`src/rtl/sq_gen_pkg.sv`:
```
// Shared types and constants for the sq_gen square-wave generator.
// Optional burst mode is enabled by defining SQ_GEN_BURST_EN.
package sq_gen_pkg;

  localparam int unsigned CNT_W      = 28;
  localparam int unsigned MIN_PERIOD = 2;
  localparam int unsigned MIN_HIGH   = 1;

  typedef enum logic [1:0] {
    IDLE = 2'd0,
    HIGH = 2'd1,
    LOW  = 2'd2
  } state_e;

  typedef struct packed {
    logic [CNT_W-1:0] period;
    logic [CNT_W-1:0] high;
  } cfg_t;

  // Force at least one high and one low cycle per period.
  function automatic cfg_t cfg_clamp(input cfg_t c);
    cfg_t r;
    r.period = (c.period < CNT_W'(MIN_PERIOD)) ? CNT_W'(MIN_PERIOD) : c.period;
    if (c.high < CNT_W'(MIN_HIGH)) begin
      r.high = CNT_W'(MIN_HIGH);
    end else if (c.high >= r.period) begin
      r.high = r.period - CNT_W'(1);
    end else begin
      r.high = c.high;
    end
    return r;
  endfunction

endpackage

```
`src/rtl/sq_gen_if.sv`:
```
// Control/status bundle of sq_gen; burst signals exist only with SQ_GEN_BURST_EN.
interface sq_gen_if;
  import sq_gen_pkg::*;

  logic             en;
  logic             cfg_valid;
  logic             cfg_ready;
  logic [CNT_W-1:0] cfg_period;
  logic [CNT_W-1:0] cfg_high;
  logic             square;
  logic             period_done;
  logic [CNT_W-1:0] period_cnt;
  logic             busy;
`ifdef SQ_GEN_BURST_EN
  logic [CNT_W-1:0] burst_len;
  logic             burst_done;
`endif

  modport slave (
    input  en, cfg_valid, cfg_period, cfg_high,
`ifdef SQ_GEN_BURST_EN
    input  burst_len,
    output burst_done,
`endif
    output cfg_ready, square, period_done, period_cnt, busy
  );

  modport master (
    output en, cfg_valid, cfg_period, cfg_high,
`ifdef SQ_GEN_BURST_EN
    output burst_len,
    input  burst_done,
`endif
    input  cfg_ready, square, period_done, period_cnt, busy
  );

endinterface

```
`src/rtl/sq_gen_cfg_reg.sv`:
```
// Shadow/active configuration registers: clamps on capture, copies shadow to
// active when the parent strobes i_apply at a period boundary.
module sq_gen_cfg_reg
  import sq_gen_pkg::*;
#(
  parameter logic [CNT_W-1:0] DEF_PERIOD = CNT_W'(6),
  parameter logic [CNT_W-1:0] DEF_HIGH   = CNT_W'(3)
) (
  input  logic clk_6M,
  input  logic rst_n,
  input  logic i_cfg_valid,
  input  cfg_t i_cfg,
  input  logic i_apply,
  output logic o_cfg_ready,
  output cfg_t o_active
);

  cfg_t r_shadow;
  cfg_t r_active;
  logic r_pending;
  logic w_capture;

  assign w_capture = i_cfg_valid & ~r_pending;

  // A capture can only happen with pending clear, so it never races an apply.
  always_ff @(posedge clk_6M or negedge rst_n) begin
    if (!rst_n) begin
      r_shadow  <= '{period: DEF_PERIOD, high: DEF_HIGH};
      r_active  <= '{period: DEF_PERIOD, high: DEF_HIGH};
      r_pending <= 1'b0;
    end else if (w_capture) begin
      r_shadow  <= cfg_clamp(i_cfg);
      r_pending <= 1'b1;
    end else if (i_apply && r_pending) begin
      r_active  <= r_shadow;
      r_pending <= 1'b0;
    end
  end

  assign o_cfg_ready = ~r_pending;
  assign o_active    = r_active;

endmodule

```
`src/rtl/sq_gen.sv`:
```
// Programmable glitch-free square-wave generator (HIGH/LOW phase FSM).
// Define SQ_GEN_BURST_EN to add burst_len/burst_done finite-burst mode.
module sq_gen
  import sq_gen_pkg::*;
#(
  parameter logic [CNT_W-1:0] DEF_PERIOD = CNT_W'(6),
  parameter logic [CNT_W-1:0] DEF_HIGH   = CNT_W'(3)
) (
  input  logic    clk_6M,
  input  logic    rst_n,
  sq_gen_if.slave sq
);

  state_e           r_state;
  state_e           w_state_nxt;
  logic [CNT_W-1:0] r_phase;
  logic [CNT_W-1:0] w_phase_nxt;
  logic [CNT_W-1:0] r_cnt;
  logic [CNT_W-1:0] w_cnt_nxt;
  logic [CNT_W-1:0] w_cnt_inc;
  logic [CNT_W-1:0] w_low_len;
  logic             w_high_last;
  logic             w_low_last;
  logic             w_apply;
  logic             w_done_nxt;
  logic             w_start_ok;
  logic             w_burst_last;
  logic             r_square;
  logic             r_period_done;
  logic             r_busy;
  logic             w_cfg_ready;
  cfg_t             w_cfg_in;
  cfg_t             w_act;

  assign w_cfg_in.period = sq.cfg_period;
  assign w_cfg_in.high   = sq.cfg_high;

  sq_gen_cfg_reg #(
    .DEF_PERIOD (DEF_PERIOD),
    .DEF_HIGH   (DEF_HIGH)
  ) u_cfg_reg (
    .clk_6M      (clk_6M),
    .rst_n       (rst_n),
    .i_cfg_valid (sq.cfg_valid),
    .i_cfg       (w_cfg_in),
    .i_apply     (w_apply),
    .o_cfg_ready (w_cfg_ready),
    .o_active    (w_act)
  );

  assign w_low_len   = w_act.period - w_act.high;
  assign w_high_last = (r_phase == w_act.high - CNT_W'(1));
  assign w_low_last  = (r_phase == w_low_len - CNT_W'(1));
  assign w_cnt_inc   = r_cnt + CNT_W'(1);

  always_ff @(posedge clk_6M or negedge rst_n) begin
    if (!rst_n) begin
      r_state       <= IDLE;
      r_phase       <= '0;
      r_cnt         <= '0;
      r_square      <= 1'b0;
      r_period_done <= 1'b0;
      r_busy        <= 1'b0;
    end else begin
      r_state       <= w_state_nxt;
      r_phase       <= w_phase_nxt;
      r_cnt         <= w_cnt_nxt;
      r_square      <= (w_state_nxt == HIGH);
      r_period_done <= w_done_nxt;
      r_busy        <= (w_state_nxt != IDLE);
    end
  end

  // Phase counter restarts on every state change; outputs are decoded from
  // the next state so they line up with it after the edge.
  always_comb begin
    w_state_nxt = r_state;
    w_phase_nxt = r_phase;
    w_cnt_nxt   = r_cnt;
    w_apply     = 1'b0;
    unique case (r_state)
      IDLE: begin
        w_apply = 1'b1;
        if (sq.en && w_start_ok) begin
          w_state_nxt = HIGH;
          w_phase_nxt = '0;
          w_cnt_nxt   = '0;
        end
      end
      HIGH: begin
        if (w_high_last) begin
          w_state_nxt = LOW;
          w_phase_nxt = '0;
        end else begin
          w_phase_nxt = r_phase + CNT_W'(1);
        end
      end
      LOW: begin
        if (w_low_last) begin
          w_apply     = 1'b1;
          w_cnt_nxt   = w_cnt_inc;
          w_phase_nxt = '0;
          w_state_nxt = (sq.en && !w_burst_last) ? HIGH : IDLE;
        end else begin
          w_phase_nxt = r_phase + CNT_W'(1);
        end
      end
      default: begin
        w_state_nxt = IDLE;
        w_phase_nxt = '0;
      end
    endcase
    w_done_nxt = (w_state_nxt == LOW) && (w_phase_nxt == w_low_len - CNT_W'(1));
  end

`ifdef SQ_GEN_BURST_EN
  logic [CNT_W-1:0] r_burst_len;
  logic             r_hold;
  logic             r_burst_done;

  assign w_start_ok   = ~r_hold;
  assign w_burst_last = (r_burst_len != '0) && (w_cnt_inc == r_burst_len);

  // r_hold blocks a restart after a finished burst until en has been low.
  always_ff @(posedge clk_6M or negedge rst_n) begin
    if (!rst_n) begin
      r_burst_len  <= '0;
      r_hold       <= 1'b0;
      r_burst_done <= 1'b0;
    end else begin
      if (r_state == IDLE && w_state_nxt == HIGH) begin
        r_burst_len <= sq.burst_len;
      end
      if (r_state == LOW && w_low_last && w_burst_last) begin
        r_hold <= 1'b1;
      end else if (!sq.en) begin
        r_hold <= 1'b0;
      end
      r_burst_done <= w_done_nxt && (r_burst_len != '0) &&
                      (w_cnt_nxt + CNT_W'(1) == r_burst_len);
    end
  end

  assign sq.burst_done = r_burst_done;
`else
  assign w_start_ok   = 1'b1;
  assign w_burst_last = 1'b0;
`endif

  assign sq.cfg_ready   = w_cfg_ready;
  assign sq.square      = r_square;
  assign sq.period_done = r_period_done;
  assign sq.period_cnt  = r_cnt;
  assign sq.busy        = r_busy;

endmodule

```
`src/flat_wrapper.sv`:
```
// flat-port wrapper written by rule: the top's interface ports become plain ports
module sq_gen_flat import sq_gen_pkg::*;
#(
  parameter logic [CNT_W-1:0] DEF_PERIOD = CNT_W'(6),
  parameter logic [CNT_W-1:0] DEF_HIGH   = CNT_W'(3)
)
  (clk_6M, rst_n, sq_en, sq_cfg_valid, sq_cfg_period, sq_cfg_high, sq_cfg_ready, sq_square, sq_period_done, sq_period_cnt, sq_busy);
  sq_gen_if sq_i ();
  input  logic clk_6M;
  input  logic rst_n;
  input wire logic [$bits(sq_i.en)-1:0] sq_en;
  input wire logic [$bits(sq_i.cfg_valid)-1:0] sq_cfg_valid;
  input wire logic [$bits(sq_i.cfg_period)-1:0] sq_cfg_period;
  input wire logic [$bits(sq_i.cfg_high)-1:0] sq_cfg_high;
  output wire logic [$bits(sq_i.cfg_ready)-1:0] sq_cfg_ready;
  output wire logic [$bits(sq_i.square)-1:0] sq_square;
  output wire logic [$bits(sq_i.period_done)-1:0] sq_period_done;
  output wire logic [$bits(sq_i.period_cnt)-1:0] sq_period_cnt;
  output wire logic [$bits(sq_i.busy)-1:0] sq_busy;
  assign sq_i.en = sq_en;
  assign sq_i.cfg_valid = sq_cfg_valid;
  assign sq_i.cfg_period = sq_cfg_period;
  assign sq_i.cfg_high = sq_cfg_high;
  assign sq_cfg_ready = sq_i.cfg_ready;
  assign sq_square = sq_i.square;
  assign sq_period_done = sq_i.period_done;
  assign sq_period_cnt = sq_i.period_cnt;
  assign sq_busy = sq_i.busy;
  sq_gen #(.DEF_PERIOD(DEF_PERIOD), .DEF_HIGH(DEF_HIGH)) u_core (.clk_6M(clk_6M), .rst_n(rst_n), .sq(sq_i));
endmodule
```
`config.mk`:
```
export PLATFORM = sky130hd
export DESIGN_NAME = sq_gen_flat
export DESIGN_NICKNAME = d
export VERILOG_FILES = /design/src/rtl/sq_gen_pkg.sv /design/src/rtl/sq_gen_if.sv /design/src/rtl/sq_gen_cfg_reg.sv /design/src/rtl/sq_gen.sv /design/src/flat_wrapper.sv
export SDC_FILE = /design/constraint.sdc
export NUM_CORES = 1
export LEC_CHECK = 0
export CAP_MARGIN = 0
export CORE_UTILIZATION = 38
export DETAILED_ROUTE_END_ITERATION = 10
export MAX_ROUTING_LAYER = met4
export SETUP_SLACK_MARGIN = 0.4
export SLEW_MARGIN = 20
export SYNTH_ARGS = -nofsm -noshare
export SYNTH_HDL_FRONTEND = slang
export SYNTH_SLANG_ARGS = --single-unit
export TNS_END_PERCENT = 10
```
`constraint.sdc`:
```
create_clock -name clk_6M -period 6.1 [get_ports clk_6M]
set_clock_uncertainty 0.2 [all_clocks]
set_input_delay 1.22 -clock clk_6M [delete_from_list [all_inputs] [get_ports clk_6M]]
set_output_delay 1.22 -clock clk_6M [all_outputs]
set_load 0.05 [all_outputs]
```
## Yosys cells after proc, flatten, opt, wreduce, memory -nomap -nowiden

Cells that the tools add are included.

| word-level totals | value |
|---|---|
| register bits | 174 |
| latch bits | 0 |
| bits in writable memories | 0 |
| memory bits (read-only) | 0 |
| input port bits | 60 |
| output and inout bits | 32 |
| memories kept | 0 |

| operators by class | value |
|---|---|
| add/sub/neg operators | 6 |
| multipliers | 0 |
| div/mod/pow operators | 0 |
| $lt $le $gt $ge | 3 |
| equality and inequality tests | 9 |
| shifts and indexed selects | 0 |
| mux-type cells | 19 |
| bitwise gates (word level) | 3 |
| reductions and logical operators | 8 |

Operator list:

| kind | number |
|---|---|
| 2-to-1 mux 28 bit | 8 |
| equality test 28 bit | 3 |
| one-hot mux 28 bit (3 select lines) | 1 |
| subtractor 28 x 1 -> 28 bit, second input constant | 3 |
| adder 28 x 1 -> 28 bit, second input constant | 2 |
| one-hot mux 28 bit (2 select lines) | 1 |
| greater-or-equal comparator 28 bit | 1 |
| < comparator 28 x 1 -> 1 bit, second input constant | 1 |
| < comparator 28 x 2 -> 1 bit, second input constant | 1 |
| subtractor 28 bit | 1 |
| 2-to-1 mux 2 bit | 3 |
| one-hot mux 2 bit (3 select lines) | 1 |
| nonzero test 2 bit | 3 |
| equality test 2 x 1 -> 1 bit, second input constant | 2 |
| equality test 2 bit, second input constant | 2 |
| 2-to-1 mux 1 bit | 4 |
| AND reduction 3 bit | 1 |
| logical AND 1 bit | 2 |
| logical NOT 2 bit | 1 |
| != test 2 x 1 -> 1 bit, second input constant | 1 |
| != test 2 bit, second input constant | 1 |
| NOT 1 bit | 2 |
| one-hot mux 1 bit (2 select lines) | 1 |
| AND reduction 2 bit | 1 |
| bitwise AND 1 bit | 1 |

## Longest topological paths before layout

| logic depth | value |
|---|---|
| depth in word-level cells | 8 |
| gate-level depth with buffers | 24 |

## Modules after synthesis

From an unflattened synthesis, not the netlist that was laid out.

| unflattened totals | value |
|---|---|
| cell total of the unflattened synthesis | 1692 |
| area, all modules | 14158.6 um^2 |

By module, submodules not included:

| module | instances | cells an instance | area an instance (um^2) | sequential area each (um^2) |
|---|---|---|---|---|
| sq_gen | 1 | 1129 | 8264.2 | 1526.5 |
| sq_gen_cfg_reg | 1 | 563 | 5894.4 | 2837.7 |

## Worst setup path after synthesis

No wires, ideal clock.

| timing | value |
|---|---|
| path kind | register -> register |
| from | register u_core.u_cfg_reg.r_active (netlist bit u_core.u_cfg_reg.o_active[0]) |
| to | register u_core.r_cnt[27], in the netlist u_core.sq.period_cnt[27] |
| library setup time | 0.132 ns |
| data arrival time | 5.132 ns |
| setup slack | 0.636 ns |
| stages on the path, launching flop included | 20 |
| buffers on the path | 2 |
| period minus slack after synthesis | 5.464 ns |
| cell sequence | dfstp_2 > inv_1 > ha_1 > fa_1 > a211oi_2 > o211ai_2 > a21oi_1 > mux2_1 > or4b_1 > nor4_1 > nand4_1 > nor4_4 > mux2i_1 > or3b_1 > buf_2 > or3_4 > buf_6 > nor3_4 > xnor2_1 > nor2_1 |

| between the ends | value |
|---|---|
| word-level cells in the longest chain between the ends | 5 |

Ends and longest elaborated chain:

| item | line | RTL |
|---|---|---|
| start: declaration | sq_gen_cfg_reg.sv:19 | `cfg_t r_active;` |
| start signal: assignment | sq_gen_cfg_reg.sv:29 | `r_active <= '{period: DEF_PERIOD, high: DEF_HIGH};` |
| start signal: assignment | sq_gen_cfg_reg.sv:35 | `r_active <= r_shadow;` |
| subtractor 28 bit | sq_gen.sv:51 | `assign w_low_len = w_act.period - w_act.high;` |
| subtractor 28 x 1 -> 28 bit | sq_gen.sv:53 | `assign w_low_last = (r_phase == w_low_len - CNT_W'(1));` |
| equality test 28 bit | sq_gen.sv:53 |  |
| != test 2 x 1 -> 1 bit (no line) | -- |  |
| AND reduction 3 bit (no line) | -- |  |
| end signal: assignment | sq_gen.sv:67 | `r_cnt <= w_cnt_nxt;` |
| end: declaration | sq_gen.sv:18 | `logic [CNT_W-1:0] r_cnt;` |

Every way passes these cells.
A chain may end at the register's enable or synchronous reset.

## Worst setup path in the final report

| timing | value |
|---|---|
| from | register u_core.u_cfg_reg.r_active (netlist bit u_core.u_cfg_reg.o_active[14]) |
| to | register u_core.r_period_done, in the netlist u_core.sq.period_done |

| between the ends | value |
|---|---|
| word-level cells in the longest chain between the ends | 7 |
| elaborated cells between the ends (all ways) | 14 |

Ends and longest elaborated chain:

| item | line | RTL |
|---|---|---|
| subtractor 28 bit | sq_gen.sv:51 |  |
| subtractor 28 x 1 -> 28 bit | sq_gen.sv:53 |  |
| equality test 28 bit | sq_gen.sv:53 |  |
| 2-to-1 mux 28 bit | sq_gen.sv:99 | `if (w_low_last) begin` |
| one-hot mux 28 bit (3 select lines) * | sq_gen.sv:81 | `unique case (r_state)` |
| net u_core.w_phase_nxt[3] | sq_gen.sv:17 | `logic [CNT_W-1:0] w_phase_nxt;` |
| equality test 28 bit * | sq_gen.sv:113 | `w_done_nxt = (w_state_nxt == LOW) && (w_phase_nxt == w_low_len - CNT_W'(1));` |
| logical AND 1 bit * | sq_gen.sv:113 |  |
| net u_core.w_done_nxt | sq_gen.sv:25 | `logic w_done_nxt;` |
| end signal: assignment | sq_gen.sv:69 | `r_period_done <= w_done_nxt;` |
| end: declaration | sq_gen.sv:29 | `logic r_period_done;` |

Mark *: on every way through the listed nets, which the timed path passes. The rest lies on a longest branch.

==> reports/results.ini <==
[die]
chipHeight_um = 189.3
core_sq_um = 34540
io_pins = 92
die_w_um = 189.3
initial_core_util_pct = 38.57
die_area_sq_um = 35820
rows = 68

[setup_path]
crit_start = u_core.u_cfg_reg.o_active[14]$_DFFE_PN0P_
r2r_end = u_core.sq.period_done$_DFF_PN0_
cpMaxStageDelayCell = or4_1
crit_path_start_kind = register
r2r-start = u_core.u_cfg_reg.o_active[14]$_DFFE_PN0P_
critPathKind = reg -> reg
crit_chain = inv_1 > ha_1 > nand4_1 > nor4_2 > a2bb2oi_4 > a21o_1 > a211oi_1 > a2bb2oi_1 > nand4_1 > nor4_4 > buf_4 > nand2b_1 > nand2_2 > buf_4 > a22o_1 > o22ai_1 > or4_1 > nor4_4
r2r.worst_path.cells = 18
max_stage_delay_ns = 0.63
setup.worst_path.end = u_core.sq.period_done$_DFF_PN0_
critPathCaptureType = register
r2r_setup_slack_ns = 0.52
worstPathRequired_ns = 6.25
crit_fanout = 13
arrival_ns = 5.74

[run]
cap_viol_max_count = 0

[global_route]
antenna_found_initial = 0
grt.total_usage_pct = 23.66
grt_pass1_vias = 11660
grt_pass1_wl_um = 64960
grt_start_max_net_pins = 138
overflow = 0

[synthesis]
synthXorXnorAreaFrac_pct = 9.691
synthMuxAreaShare_pct = 5.747
ys_warn_count = 0
synth_edf_count = 0
syn_area_per_cell_sq_um = 8.333
ys_seq_area_share_pct = 32.75
synth_top_family_by_area = simple AND/OR/NAND/NOR gates
synth_compound_gate_area_share_pct = 17.91
netlist_area_sq_um = 13320
ys_types = 94
yosys.area_share.adder_pct = 5.691
synthCells = 1599
synthArstFlopShare_pct = 100.0
syn-num-nets = 1719
synthSimpleGateAreaFrac_pct = 23.06
synth_flop_cell = dfrtp_1
ys_seq_elements = 174

[sta]
relSlewSlack_pct = 45.42
post-route-period-util_pct = 91.51
setup_viol = 0
holdWs_ns = 0.2754
finalHoldViolations = 0
fmax_mhz = 179.1
rsz0062_at_grt = true
tns_ns = 0
setup_slack_ns = 0.5178
slew_viol_final = 0
min_period_ns = 5.582
worstMarginPinSlew_ns = 0.8132

[layout]
nets = 1779
fillCellCount = 3479
area_delta_synth_final_pct = 16.79
final_core_util_pct = 45.05
drive_gt1_share_pct = 10.47
antenna_cells = 0
final_cells = 2127

[detailed_routing]
via_count = 12130
drc = 0
avgViaCountPerCell = 5.703
wl_per_cell_um = 19.24
drt-total-wl_um = 40920
ant_nets = 0
dr.pass1.iters = 5
drt_iter0_markers = 1007

[clock_tree]
htreeDepth = 4
cts_buffers = 17
clkSinkCount = 174
cts.path.max_buffers = 2
cts_tree = yes
root_buffer = clkbuf_16
clk_latency_ns = 0.45
clk_pin_slew_worst_paths_ns = 0.08
cts_hold_buf = 0

[worst_hold_path]
min_from = u_core.u_cfg_reg.r_shadow[36]$_DFFE_PN0P_
hp-class = reg -> reg

[placement]
place_hpwl_um = 31160
port_buffers = 91
gp_congestion = 0.9556
dp_cells = 2084
place_ws_ns = 0.08411

[pwr]
power_leakage_nw = 6.623
ir_drop_mv = 0.2053
power_density_nw_per_um2 = 295.2

[run_status]
status = finished, final reports clean

==> cells by family (layout without fill, tap and decap cells) <==
kind of cell / after synthesis / in the layout
AND/OR/NAND/NOR: 604 / 605
AO/OA/AOI/OAI: 377 / 377
buffers and inverters: 175 / 247
flip-flops: 174 / 174
XOR/XNOR: 137 / 137
multiplexers: 72 / 72
adder cells (fa/ha/maj): 60 / 60
==> worst max-delay path: cells and delay by family (launching register included) <==
| family | cells | cell delay, ns |
|---|---|---|
| buffers and inverters | 3 | 0.53 |
| AOI/OAI and AO/OA | 6 | 1.59 |
| and+or+nand+nor | 8 | 2.19 |
| adders and majority gates | 1 | 0.52 |
| DFF | 1 | 0.47 |
==> report_power, final <==
| group | total, mW | switching [mW] | internal, mW |
|---|---|---|---|
| Clock | 1.15 | 0.553 | 0.593 |
| Sequential | 1.53 | 0.216 | 1.31 |
| Combinational | 1.92 | 1.11 | 0.803 |
| Total | 4.59 | 1.88 | 2.71 |
==> Yosys cell counts, drive strengths merged (9+ instances only) <==
cell type	n	area, sq um
or4	12	93.84
dfrtp	166	4154
and2	9	56.30
buf	28	133.9
nand3	66	330.3
nand2	191	716.9
a21oi	72	371.6
nand2b	12	75.07
a211oi	9	77.57
inv	83	311.6
and3	16	100.1
ha	59	738.2
clkbuf	62	232.7
nor2b	13	81.33
o21ai	160	812.0
o211ai	10	80.07
a31oi	12	81.33
a21o	19	142.6
nor3	56	316.6
nor2	103	386.6
mux2i	36	360.4
xor2	39	341.6
nand4	33	206.5
nor4	30	230.2
xnor2	92	813.3
or3	22	142.6
mux2	36	405.4
==> cell usage in the layout (no fill, tap or decap), drive strengths merged, types with 7 or more instances in the layout <==
cell,instances
nand2,191
dfrtp,166
o21ai,160
nor2,103
xnor2,92
inv,91
clkdlybuf4s50,90
a21oi,72
nand3,66
ha,59
nor3,56
xor2,39
buf,39
mux2i,36
mux2,36
nand4,33
nor4,30
or3,23
a21o,19
clkbuf,18
and3,16
nor2b,13
nand2b,12
a31oi,12
or4,12
o211ai,10
and2,9
a211oi,9
and4,8
nor4b,8
dfstp,8
o31ai,8
a2111oi,7
a22o,7
or2,7
clkinv,7
==> area by class of cell <==
class / count / area [sq um] / share of cell area [%]
clock buffer: 17 / 425.4 / 2.734
clock inverter: 15 / 188.9 / 1.214
inverter: 85 / 319.1 / 2.050
multi-input combinational: 1251 / 8409 / 54.04
sequential: 174 / 4364 / 28.05
tap: 455 / 569.3 / 3.658
timing repair buffer: 130 / 1285 / 8.258
==> how the worst min path moves through the flow <==
stage,end,cells after the start
after floorplan,u_core.u_cfg_reg.r_shadow[27]$_DFFE_PN0P_,2
after global placement,u_core.u_cfg_reg.r_shadow[41]$_DFFE_PN0P_,2
after detailed placement,u_core.u_cfg_reg.r_shadow[31]$_DFFE_PN0P_,2
after CTS,u_core.u_cfg_reg.r_shadow[41]$_DFFE_PN0P_,2
after global routing,u_core.u_cfg_reg.r_shadow[1]$_DFFE_PN1P_,2
final,u_core.u_cfg_reg.r_shadow[36]$_DFFE_PN0P_,2
==> routing by layer <==
layer / wire length, um / track usage [%]
met5: 0 / -
met4: 1019 / 7.444
met3: 1940 / 2.799
met2: 18400 / 36.04
met1: 19560 / 32.70
==> through the flow <==
stage	power [mW]	area (sq um)
floorplan	2.790	13320
global placement	3.358	14710
detailed placement	3.375	14710
CTS	4.552	15370
global route	4.854	15560
finish	4.593	15560
==> registers in the layout, summed over array words and instances, names as in the netlist <==
register and flops:
u_core.sq.busy 1, u_core.sq.square 1, u_core.sq.period_done 1, u_core.r_state 2
u_core.u_cfg_reg.o_active 56, u_core.u_cfg_reg.r_shadow 56, u_core.sq.period_cnt 28, u_core.u_cfg_reg.r_pending 1
u_core.r_phase 28
==> timing repair <==
item                                    in CTS  in global routing
endpoints found under the setup margin      21                 47
buffers inserted                             2                  7
pin swaps                                    2                 12
endpoints found under the hold margin        0                  0
gates cloned                                 0                  2
resized for setup                            5                 23
(Power assumes the default switching activity.)
